===== src/rtl/spram_rd_pkg.sv =====
// Shared types and default widths for the read-side controller of a 2048x40 single-port RAM bank.
package spram_rd_pkg;

    localparam int AWIDTH_DEF = 11;
    localparam int DWIDTH_DEF = 40;
    localparam int LWIDTH_DEF = 12;

    typedef enum logic [1:0] {
        ST_IDLE,
        ST_ISSUE,
        ST_DRAIN,
        ST_DONE
    } state_e;

endpackage


===== src/rtl/spram_rd_fifo.sv =====
// Small first-word-fall-through FIFO holding RAM words plus their last-of-burst tag.
module spram_rd_fifo #(
    parameter int DEPTH = 2,
    parameter int WIDTH = 41,
    parameter int CW    = $clog2(DEPTH + 1)
) (
    input  logic             clk,
    input  logic             resetn,
    input  logic             push,
    input  logic [WIDTH-1:0] push_data,
    input  logic             pop,
    output logic [WIDTH-1:0] head,
    output logic [CW-1:0]    count
);

    localparam int PW = (DEPTH > 1) ? $clog2(DEPTH) : 1;

    logic [WIDTH-1:0] mem_q [DEPTH];
    logic [PW-1:0]    wr_ptr_q;
    logic [PW-1:0]    rd_ptr_q;
    logic [CW-1:0]    count_q;

    function automatic logic [PW-1:0] ptr_inc(input logic [PW-1:0] p);
        return (p == PW'(DEPTH - 1)) ? '0 : p + PW'(1);
    endfunction

    // Entries are plain flops so reset leaves the head at zero.
    for (genvar gi = 0; gi < DEPTH; gi++) begin : g_entry
        always_ff @(posedge clk or negedge resetn) begin
            if (!resetn) begin
                mem_q[gi] <= '0;
            end else if (push && (wr_ptr_q == PW'(gi))) begin
                mem_q[gi] <= push_data;
            end
        end
    end

    always_ff @(posedge clk or negedge resetn) begin
        if (!resetn) begin
            wr_ptr_q <= '0;
            rd_ptr_q <= '0;
            count_q  <= '0;
        end else begin
            if (push) begin
                wr_ptr_q <= ptr_inc(wr_ptr_q);
            end
            if (pop) begin
                rd_ptr_q <= ptr_inc(rd_ptr_q);
            end
            count_q <= count_q + CW'(push) - CW'(pop);
        end
    end

    assign head  = mem_q[rd_ptr_q];
    assign count = count_q;

endmodule


===== src/rtl/spram_burst_reader.sv =====
// Burst read controller: issues one RAM read per cycle under FIFO credit and streams words out
// on a valid/ready port with a last flag.
module spram_burst_reader
    import spram_rd_pkg::*;
#(
    parameter int AWIDTH = AWIDTH_DEF,
    parameter int DWIDTH = DWIDTH_DEF,
    parameter int LWIDTH = LWIDTH_DEF,
    parameter int DEPTH  = 2
) (
    input  logic              clk,
    input  logic              resetn,
    input  logic              cmd_valid,
    output logic              cmd_ready,
    input  logic [AWIDTH-1:0] cmd_base,
    input  logic [LWIDTH-1:0] cmd_len,
    output logic [AWIDTH-1:0] mem_address,
    output logic              mem_wren,
    output logic [DWIDTH-1:0] mem_data,
    input  logic [DWIDTH-1:0] mem_out,
    output logic              out_valid,
    input  logic              out_ready,
    output logic [DWIDTH-1:0] out_data,
    output logic              out_last,
    output logic              busy,
    output logic              done
);

    localparam int CW = $clog2(DEPTH + 1);

    state_e            state_q;
    logic [AWIDTH-1:0] addr_q;
    logic [AWIDTH-1:0] mem_addr_q;
    logic [LWIDTH-1:0] rem_q;
    logic              inflight_q;
    logic              inflight_last_q;
    logic              cmd_ready_q;
    logic              busy_q;
    logic              done_q;

    logic [CW-1:0]     fifo_count;
    logic [DWIDTH:0]   fifo_head;
    logic              fifo_pop;
    logic              issue;
    logic              drained;
    logic [31:0]       occupied;
    logic [31:0]       limit;

    assign fifo_pop = out_valid & out_ready;

    // An outstanding read already owns a FIFO slot; a pop this cycle frees one.
    assign occupied = 32'(fifo_count) + 32'(inflight_q);
    assign limit    = 32'(DEPTH) + 32'(fifo_pop);
    assign issue    = (state_q == ST_ISSUE) && (occupied < limit);

    // Finished once the final beat is leaving (or gone) and nothing is left in the RAM pipe.
    assign drained = !inflight_q &&
                     ((fifo_count == '0) || ((fifo_count == CW'(1)) && fifo_pop));

    always_ff @(posedge clk or negedge resetn) begin
        if (!resetn) begin
            state_q         <= ST_IDLE;
            addr_q          <= '0;
            mem_addr_q      <= '0;
            rem_q           <= '0;
            inflight_q      <= 1'b0;
            inflight_last_q <= 1'b0;
            cmd_ready_q     <= 1'b0;
            busy_q          <= 1'b0;
            done_q          <= 1'b0;
        end else begin
            inflight_q      <= issue;
            inflight_last_q <= issue && (rem_q == LWIDTH'(1));
            if (issue) begin
                mem_addr_q <= addr_q;
                addr_q     <= addr_q + AWIDTH'(1);
                rem_q      <= rem_q - LWIDTH'(1);
            end
            case (state_q)
                ST_IDLE: begin
                    if (cmd_valid && cmd_ready_q) begin
                        cmd_ready_q <= 1'b0;
                        if (cmd_len == '0) begin
                            done_q  <= 1'b1;
                            state_q <= ST_DONE;
                        end else begin
                            addr_q  <= cmd_base;
                            rem_q   <= cmd_len;
                            busy_q  <= 1'b1;
                            state_q <= ST_ISSUE;
                        end
                    end else begin
                        cmd_ready_q <= 1'b1;
                    end
                end
                ST_ISSUE: begin
                    if (issue && (rem_q == LWIDTH'(1))) begin
                        state_q <= ST_DRAIN;
                    end
                end
                ST_DRAIN: begin
                    if (drained) begin
                        busy_q  <= 1'b0;
                        done_q  <= 1'b1;
                        state_q <= ST_DONE;
                    end
                end
                ST_DONE: begin
                    done_q      <= 1'b0;
                    cmd_ready_q <= 1'b1;
                    state_q     <= ST_IDLE;
                end
                default: state_q <= ST_IDLE;
            endcase
        end
    end

    spram_rd_fifo #(
        .DEPTH (DEPTH),
        .WIDTH (DWIDTH + 1),
        .CW    (CW)
    ) u_fifo (
        .clk       (clk),
        .resetn    (resetn),
        .push      (inflight_q),
        .push_data ({inflight_last_q, mem_out}),
        .pop       (fifo_pop),
        .head      (fifo_head),
        .count     (fifo_count)
    );

    assign mem_address = issue ? addr_q : mem_addr_q;
    assign mem_wren    = 1'b0;
    assign mem_data    = '0;
    assign out_valid   = (fifo_count != '0);
    assign out_data    = fifo_head[DWIDTH-1:0];
    assign out_last    = fifo_head[DWIDTH] & out_valid;
    assign cmd_ready   = cmd_ready_q;
    assign busy        = busy_q;
    assign done        = done_q;

endmodule


===== config.mk =====
export PLATFORM = sky130hd
export DESIGN_NAME = spram_burst_reader
export DESIGN_NICKNAME = d
export VERILOG_FILES = /design/src/rtl/spram_rd_pkg.sv /design/src/rtl/spram_rd_fifo.sv /design/src/rtl/spram_burst_reader.sv
export SDC_FILE = /design/constraint.sdc
export NUM_CORES = 1
export LEC_CHECK = 0
export BUFFER_PORTS_ARGS = -buffer_cell sky130_fd_sc_hd__buf_4
export CAP_MARGIN = 0
export CORE_UTILIZATION = 33
export CTS_BUF_LIST = sky130_fd_sc_hd__clkbuf_2 sky130_fd_sc_hd__clkbuf_4 sky130_fd_sc_hd__clkbuf_8
export DETAILED_ROUTE_END_ITERATION = 8
export SYNTH_ARGS = -nofsm -noshare
export SYNTH_HDL_FRONTEND = slang
export SYNTH_SLANG_ARGS = --single-unit

===== constraint.sdc =====
create_clock -name clk -period 6.6 [get_ports clk]
set_input_delay 0.33 -clock clk [delete_from_list [all_inputs] [get_ports clk]]
set_output_delay 0.33 -clock clk [all_outputs]
set_load 0.05 [all_outputs]

==> flow_summary.yaml <==
critical_path:
  cpMostUsedCell: "nand2_1"
  crit_path_end_kind: "primary output"
  cp.required_ps: 6270
  worstSetupPathType: "flop to primary output"
  critPathMaxStageDelay_ps: 510
  crit_arrival_ps: 3280
  path_cells: "ha_1 -> ha_1 -> nor2b_1 -> nand2_1 -> inv_1 -> nand2_1 -> nand2_1 -> buf_4"
  critical_path.max_fanout: 16
  cp_slowest_cell: "nor2b_1"
  cp-start-kind: "flop"
yosys:
  synth-compound-area-share_pct: 5.00
  avgSynthCellArea_sq_um: 11.9
  synth_simple_gate_area_share_pct: 8.95
  synth.area.mux_share_pct: 22.8
  synth_xor_area_share_pct: 2.68
  synth-edff-count: 0
  synth_top_family_by_area: "multiplexers"
  synth.distinct_cells: 43
  synth-async-reset-ratio_pct: 100
  synth-main-ff-cell: "dfrtp_1"
  ys_seq_area_share_pct: 51.2
  synth_cells: 522
  synthAdderAreaFrac_pct: 2.22
  ys_seq_elements: 127
  ys.warnings.count: 0
  syn_area_sq_um: 6210
global_routing:
  grt_pass1_vias: 4440
  antenna_found_initial: 0
  grt_max_degree: 80
  grtUsageTotal_pct: 14.9
  grt_remaining_overflow: 0
  grt_pass1_wl_mm: 22.6
sta:
  max_freq_mhz: 277
  setup_viol: 0
  hold_viol: 0
  layout_min_cycle_time_ps: 3610
  tightest_slew_ps: 1080
  skew_ps: 11.9
  fin_crit_sh_pct: 54.8
  fin_setup_tns_ps: 0
  slew_headroom_pct: 28.0
  grt_setup_unrepaired: "false"
  final_max_slew_viol_count: 0
detailed_routing:
  wire_per_inst_um: 15.3
  first_iter_violations: 180
  viasPerCell: 4.74
  ant_nets: 0
  wirelength_mm: 13.5
  drc: 14
  vias: 4185
  first_pass_iters: 9
min_path:
  hold_class: "input pin to asynchronous set/reset pin"
clock_tree:
  htreeDepth: 4
  cts.clk_slew.worst_paths_ps: 70
  cts_hold_buffers: 0
  cts.sinks: 127
  clk_latency_ps: 440
  cts_tree: "built"
  cts_setup_buffers: 0
  cts_max_path_buffers: 2
  cts_buffers: 17
  cts_resized: 0
  cts_root_buf: "clkbuf_8"
final_layout:
  diodes: 0
  area_growth_syn_to_layout_pct: 22.1
  layout_common_cells: "126 x dfrtp_1, 126 x buf_4, 124 x mux2_2, 56 x nand2_1, 41 x conb_1"
  layout.nets: 721
  nFillCells: 1741
  layout-drive-gt1-share_pct: 44.3
floorplanning:
  fp.coreArea_sq_um: 18200
  die_width_um: 139
  initial_core_util_pct: 34.1
  rows: 49
  io_pins: 164
  die_y_um: 139
  die_area_sq_um: 19400
placed_design:
  gp_congestion: 0.859
  io_buffers: 122
  place_hpwl_mm: 9.37
status:
  violations: "design-rule violations"
  outcome: "complete, but fails checks"
job:
  cap_viol_max_count: 0
[cells in the mapped netlist, types with 3 or more instances]
master    instances  share of area (%)
dfrtp_1         127                 51
inv_1            12               0.73
o21ai_0          13                1.0
mux2_2          124                 22
nand2_1          57                3.4
a31oi_1           4               0.40
o31ai_1           7               0.85
buf_1             5               0.30
and3_1            4               0.40
clkbuf_1         16               0.97
nor3_1            6               0.48
nor2b_1           5               0.50
nand4_1           7               0.71
nor2_1           13               0.79
xor2_1            7               0.99
xnor2_1          12                1.7
o21ai_1           5               0.40
ha_1             11                2.2
buf_4            41                5.0
or4_1             3               0.36
nand3_1           6               0.48
nor4_1            5               0.50
a21oi_1           8               0.64
[flip-flops by register name (all words and copies together), names as in the netlist]
signal           flops
cmd_ready            1
state_q              2
addr_q              11
mem_addr_q          11
u_fifo.wr_ptr_q      1
rem_q               12
u_fifo.count         2
u_fifo.rd_ptr_q      1
u_fifo.mem_q        82
inflight_last_q      1
done                 1
busy                 1
inflight_q           1
[cell families after synthesis]
kind of cell	after synthesis
adder cells (fa/ha/maj)	11
flip-flops	127
other	1
XOR/XNOR	19
AND/OR/NAND/NOR	114
buffers and inverters	76
multiplexers	126
AO/OA/AOI/OAI	48
[metal layers]
layer  global-route usage (%)  routed length (um)
met1                     18.7                5880
met2                     24.3                6470
met4                     5.20                 194
met5                        0                   0
met3                     4.21                 943
[critical path: cells and delay by family (launching register included)]
family	cells	cell delay (ps)
flip-flops	1	460
buffers and inverters	2	720
AND/OR/NAND/NOR	4	1220
adder cells (fa/ha/maj)	2	440
[metrics by stage]
stage	std cells	instance area (sq um)	worst slack [ps]	util, %	hold slack (ps)
after floorplan	562	6360	3750	-	34.4
after global placement	853	7210	3620	39.6	458
after detailed placement	853	7210	3490	39.6	463
after CTS	882	7580	2980	41.7	74.5
after global routing	882	7580	2720	41.7	89.8
final	882	7580	2990	41.7	64.1
[worst paths after layout]
kind                       cells after the start               startpoint                            to  slack [ps]
max                                            8     inflight_q$_DFF_PN0_                mem_address[2]        2990
max reg2reg                                    7     inflight_q$_DFF_PN0_            rem_q[0]$_DFF_PN0_        3790
min                                            1                   resetn  u_fifo.mem_q[44]$_DFFE_PN0P_          60
min reg2reg                                    2  mem_addr_q[8]$_DFF_PN0_       mem_addr_q[8]$_DFF_PN0_         480
min in group clk                               3             cmd_base[10]          addr_q[10]$_DFF_PN0_         100
max in group asynchronous                      2                   resetn   u_fifo.rd_ptr_q$_DFFE_PN0P_        5310
[area by class of cell]
class	instances	area, sq um	area share [%]
Tap cell	229	287	3.78
Timing Repair Buffer	126	946	12.5
Multi-Input combinational cell	359	2750	36.3
Clock buffer	22	290	3.83
Sequential cell	127	3180	41.9
Clock inverter	7	87.6	1.15
Inverter	12	45.0	0.594
Power is left out: the tool's default activity adds up to more than one toggle a clock period on the data nets, which glitch-free logic cannot reach.
